## config.mk

```make
export PLATFORM = sky130hd
export DESIGN_NAME = cfu_crc_pipe
export DESIGN_NICKNAME = d
export VERILOG_FILES = /design/src/rtl/cfu_crc_pipe.sv
export SDC_FILE = /design/constraint.sdc
export NUM_CORES = 1
export LEC_CHECK = 0
export BUFFER_PORTS_ARGS = -buffer_cell sky130_fd_sc_hd__buf_4
export CAP_MARGIN = 30
export CELL_PAD_IN_SITES_DETAIL_PLACEMENT = 0
export CELL_PAD_IN_SITES_GLOBAL_PLACEMENT = 1
export CORE_MARGIN = 1
export CORE_UTILIZATION = 45
export CTS_CLUSTER_DIAMETER = 200
export DETAILED_ROUTE_END_ITERATION = 8
export GPL_TIMING_DRIVEN = 0
export PLACE_DENSITY_LB_ADDON = 0.1
export SYNTH_ARGS = -nofsm -noshare
export SYNTH_HDL_FRONTEND = slang
export SYNTH_SLANG_ARGS = --single-unit
```

## constraint.sdc

```tcl
create_clock -name clk -period 2.1 [get_ports clk]
set_clock_uncertainty 0.2 [all_clocks]
set_input_delay 0 -clock clk [delete_from_list [all_inputs] [get_ports clk]]
set_output_delay 0 -clock clk [all_outputs]
set_load 0.005 [all_outputs]
```

## src/rtl/cfu_crc_pipe.sv

```systemverilog
// Pipelined CRC-32 custom functional unit: one request per cycle in, in-order
// responses out through a credit-protected response FIFO.
module cfu_crc_pipe #(
  parameter int          DEPTH = 4,
  parameter int          ID_W  = 4,
  parameter logic [31:0] POLY  = 32'hEDB88320
) (
  input  logic            clk,
  input  logic            rst,
  input  logic            req_valid,
  output logic            req_ready,
  input  logic [ID_W-1:0] req_id,
  input  logic [2:0]      req_funct,
  input  logic [31:0]     req_data0,
  input  logic [31:0]     req_data1,
  output logic            resp_valid,
  input  logic            resp_ready,
  output logic [ID_W-1:0] resp_id,
  output logic [2:0]      resp_status,
  output logic [31:0]     resp_data
);

  localparam int PW = (DEPTH > 1) ? $clog2(DEPTH) : 1;
  localparam int OW = $clog2(DEPTH + 1);
  localparam logic [OW-1:0] DEPTH_C = OW'(DEPTH);
  localparam logic [PW-1:0] LAST_C  = PW'(DEPTH - 1);

  function automatic logic [31:0] crc_update(input logic [31:0] seed,
                                             input logic [31:0] d,
                                             input int          nbits);
    logic [31:0] c;
    logic        fb;
    c = seed;
    for (int i = 0; i < 32; i++) begin
      if (i < nbits) begin
        fb = c[0] ^ d[i];
        c  = (c >> 1) ^ (fb ? POLY : 32'h0);
      end
    end
    return c;
  endfunction

  function automatic logic [PW-1:0] ptr_inc(input logic [PW-1:0] p);
    return (p == LAST_C) ? '0 : p + PW'(1);
  endfunction

  logic [OW-1:0]   occ;
  logic [OW-1:0]   fifo_cnt;
  logic [PW-1:0]   wr_ptr;
  logic [PW-1:0]   rd_ptr;
  logic            accept;
  logic            pop;
  logic [2:0]      status_p0;
  logic [31:0]     data_p0;
  logic            vld_p1;
  logic [ID_W-1:0] id_p1;
  logic [2:0]      status_p1;
  logic [31:0]     data_p1;
  logic [ID_W-1:0] mem_id     [DEPTH];
  logic [2:0]      mem_status [DEPTH];
  logic [31:0]     mem_data   [DEPTH];

  assign req_ready  = (occ < DEPTH_C);
  assign resp_valid = (fifo_cnt != '0);
  assign accept     = req_valid & req_ready;
  assign pop        = resp_valid & resp_ready;

  // p0: combinational CRC of the request operands
  always_comb begin
    status_p0 = 3'd0;
    data_p0   = 32'h0;
    case (req_funct)
      3'd0:    data_p0 = crc_update(req_data1, req_data0, 32);
      3'd1:    data_p0 = crc_update(req_data1, req_data0, 16);
      3'd2:    data_p0 = crc_update(req_data1, req_data0, 8);
      default: status_p0 = 3'd1;
    endcase
  end

  // p1: stage register, captured on accept
  always_ff @(posedge clk or posedge rst) begin
    if (rst) vld_p1 <= 1'b0;
    else     vld_p1 <= accept;
  end

  always_ff @(posedge clk) begin
    if (accept) begin
      id_p1     <= req_id;
      status_p1 <= status_p0;
      data_p1   <= data_p0;
    end
  end

  // p2: response FIFO; the occupancy credit guarantees a free slot on write
  always_ff @(posedge clk) begin
    if (vld_p1) begin
      mem_id[wr_ptr]     <= id_p1;
      mem_status[wr_ptr] <= status_p1;
      mem_data[wr_ptr]   <= data_p1;
    end
  end

  always_ff @(posedge clk or posedge rst) begin
    if (rst) begin
      wr_ptr   <= '0;
      rd_ptr   <= '0;
      fifo_cnt <= '0;
      occ      <= '0;
    end else begin
      if (vld_p1) wr_ptr <= ptr_inc(wr_ptr);
      if (pop)    rd_ptr <= ptr_inc(rd_ptr);
      case ({vld_p1, pop})
        2'b10:   fifo_cnt <= fifo_cnt + OW'(1);
        2'b01:   fifo_cnt <= fifo_cnt - OW'(1);
        default: fifo_cnt <= fifo_cnt;
      endcase
      case ({accept, pop})
        2'b10:   occ <= occ + OW'(1);
        2'b01:   occ <= occ - OW'(1);
        default: occ <= occ;
      endcase
    end
  end

  assign resp_id     = resp_valid ? mem_id[rd_ptr]     : '0;
  assign resp_status = resp_valid ? mem_status[rd_ptr] : 3'd0;
  assign resp_data   = resp_valid ? mem_data[rd_ptr]   : 32'h0;

endmodule
```

==> metrics <==
drt pass-1 iters 5; hold path depth 5; status finished with violations; Post-synth EDFFs 185; RSZ-0062 raised after global routing yes; 1st-iter DRT viols 421; met2 wire len 16700 um; Metal-1 WL 12200 um; Top FF cell, synth edfxtp_1; Yosys warnings 0; buffers added on ports 111; Synth Area in Simple Gates 3.73%; CTS tree yes; n_diodes 0; top layer in use met5; vias in the first global route 7718; placed cell area 0.0135 mm2; Buf/Inv on CP 3; RD Place Congestion 0.929; Synth Cell Area 0.0117 mm2; failing checks negative setup slack; # setup viols final 55; Starting Density 46.2%; antenna viol nets, final 0; main area contributors after synthesis edfxtp_1 47%, xnor2_1 13%, mux4_2 7.1%, xnor3_1 6.5%, xor2_1 3.7%; Max FO, Critical Path 5; Synth Area in Compound Gates 3.02%; Die Ht 163 um; Die W 163 um; final wirelength 31800 um; Final Max Slew Viols 0; Worst Setup Start Kind primary input; Clock Latency Late Sink 0.43 ns; clock-pin slew on the worst setup and hold paths 0.07 ns; critical path arrival 3.30 ns; mux cell area share after synthesis 7.37%; DP HPWL 21400 um; Tmin final 3.38 ns; Slew headroom 34.4%; fin worst setup slack -1.28 ns; register bit total from synthesis 196; total CTS buffers 17; Synth top area share 47.4%; Cell Chain, Critical Path buf_12 > xor2_4 > buf_4 > xnor2_4 > xnor3_2 > xnor3_2 > xor3_2 > xor2_4 > buf_12 > xor2_4 > xnor2_2 > o221ai_2; WP data required 2.02 ns; core area 0.0254 mm2; Yosys top cell by area edfxtp_1; Hold WC Path Type primary input to flip-flop; clock buffer depth 2; Worst-Margin Slew 0.976 ns; R2R depth 9; first-pass GRT wire length 47100 um; CTS Root Cell clkbuf_16; sequential element share of the synthesized area 49.7%; routed vias 7189; vias per inst 5.18; Fmax 296 MHz; Sink Count 196; final net count 1129; die area 0.0267 mm2; GRT Util Overall 24.9%; Worst path max stage delay 0.56 ns; Synth-to-Final Area Change 47.7%; DR WL/cell 22.9 um; main combinational cell family by area after synthesis XOR/XNOR gates; Hold Violations, Final 0; MaxCap Viol Count 0; pin count of the biggest net entering global routing 39; initial antenna violation count 1; Worst path slowest cell xor3_2; ys async rst share 5.61%; post-synthesis adder-cell area fraction 1.09%; CP dominant cell by count xor2_4; Mapped Cells 727; fin area 0.0173 mm2; distinct cell type count after synthesis 44; met3 WL post-DR 1240 um; grt total ovfl 0; site row count 58; DRC Markers 0; Crit. End Element flip-flop; I/O pin cnt 116; critical path type primary input to flip-flop; Mapped Avg Cell Area 16.1 um2; Crit path depth 12; delay-heaviest family, CP XOR/XNOR gates; H-tree depth 4; layout cell share with drive strength beyond 1 55.5%; final worst-path cycle share 161%; xor/xnor share of the synthesized area 33.6%
[timing repair]
item                                    4_1_cts  5_1_grt
hold buffers                                 17        1
hold endpoints to repair                     29        1
endpoints found under the setup margin       74       73
pin swaps                                   113       45
gates cloned                                  3        0
setup buffers                               129       42
resized for setup                           275       65
[metal layers]
metal,up-vias,track usage (%)
met2,254,43.2
met3,71,3.66
met5,-,0
li1,3276,-
met4,2,13.8
met1,3586,29.6
[synth_stat cells (all sizes together), types with 7 or more instances]
library cell and instances:
a22oi 7, and2 42, buf 10, clkbuf 17, dfrtp 11, edfxtp 185, ha 7, inv 13
mux4 37, nand2 22, o21ai 12, o221ai 17, xnor2 204, xnor3 45, xor2 55, xor3 9
[cell families (layout without fill, tap and decap cells)]
family                     Yosys count  after routing
AOI/OAI and AO/OA                   48             48
xor gates and xnor gates           313            313
adders and majority gates            9              9
buffers and inverters               40            370
DFF                                196            196
muxes                               40             40
other                                1              2
and+or+nand+nor                     80             80
[area by class of cell]
cell class | count | area, um2
Clock buffer | 19 | 433
Tap cell | 330 | 413
Inverter | 13 | 48.8
Buffer | 25 | 220
Multi-Input combinational cell | 492 | 7290
Fill cell | 1701 | 8070
Timing Repair Buffer | 300 | 2950
Clock inverter | 13 | 135
Sequential cell | 196 | 5830
[cell usage in the layout (no fill, tap or decap), types with 4 or more instances in the layout]
cell | netlist | final
buf_8 | 0 | 15
nand2_1 | 22 | 20
buf_4 | 2 | 177
mux4_2 | 37 | 37
inv_2 | 0 | 4
a22oi_1 | 7 | 7
xnor2_2 | 21 | 46
and2_4 | 0 | 34
o221ai_1 | 17 | 6
edfxtp_1 | 185 | 185
xnor2_1 | 171 | 103
dlygate4sd3_1 | 0 | 18
xor3_2 | 3 | 8
o21ai_1 | 4 | 6
clkbuf_1 | 17 | 11
and2_1 | 42 | 4
xor2_2 | 4 | 6
buf_6 | 1 | 73
ha_1 | 7 | 5
inv_6 | 0 | 5
xnor3_1 | 34 | 19
nor2_1 | 4 | 4
and2_2 | 0 | 4
o221ai_2 | 0 | 10
dfrtp_1 | 11 | 10
xnor2_4 | 12 | 55
xor2_1 | 50 | 33
xnor3_2 | 11 | 25
buf_12 | 0 | 22
clkbuf_16 | 0 | 19
xor2_4 | 1 | 16
inv_1 | 13 | 9
[path summary, 6_finish.rpt]
path	start	endpoint	slack (ns)
setup / recovery	req_data0[0]	data_p1[14]	-1.28
hold / removal	req_data1[20]	data_p1[12]	0.03
setup reg to reg	fifo_cnt[1]	fifo_cnt[2]	0.10
hold reg to reg	fifo_cnt[2]	fifo_cnt[2]	0.27
max in group asynchronous	rst	rd_ptr[1]	0.89
min in group asynchronous	rst	fifo_cnt[2]	0.48
[state kept, by name, indices dropped and copies added, names as in the netlist, 3 cells and up]
name and flops:
mem_id 16, data_p1 32, fifo_cnt 3, mem_status 4, occ 3, id_p1 4
mem_data 128
[worst min-delay path, delay by kind of cell]
family	cells	cell delay, ns
AOI/OAI and AO/OA	1	0.12
xor gates and xnor gates	2	0.23
buffers and inverters	1	0.10
and+or+nand+nor	1	0.10
[per-stage QoR]
stage	std cells	util [%]	hold WS, ns	worst slack [ns]	TNS (ns)
floorplan	728	-	-0.348	-1.42	-37.65
detailed placement	1175	53.2	-0.168	-2.53	-69.11
global placement	1169	52.7	-0.192	-2.56	-133.52
global route	1388	68.2	0.0250	-1.33	-40.03
CTS	1356	66.4	0.0101	-1.24	-36.91
finish	1388	68.2	0.0303	-1.28	-36.42
Power is not shown: default switching activity piles up to over one toggle a cycle in this logic, so the estimate is an artifact.
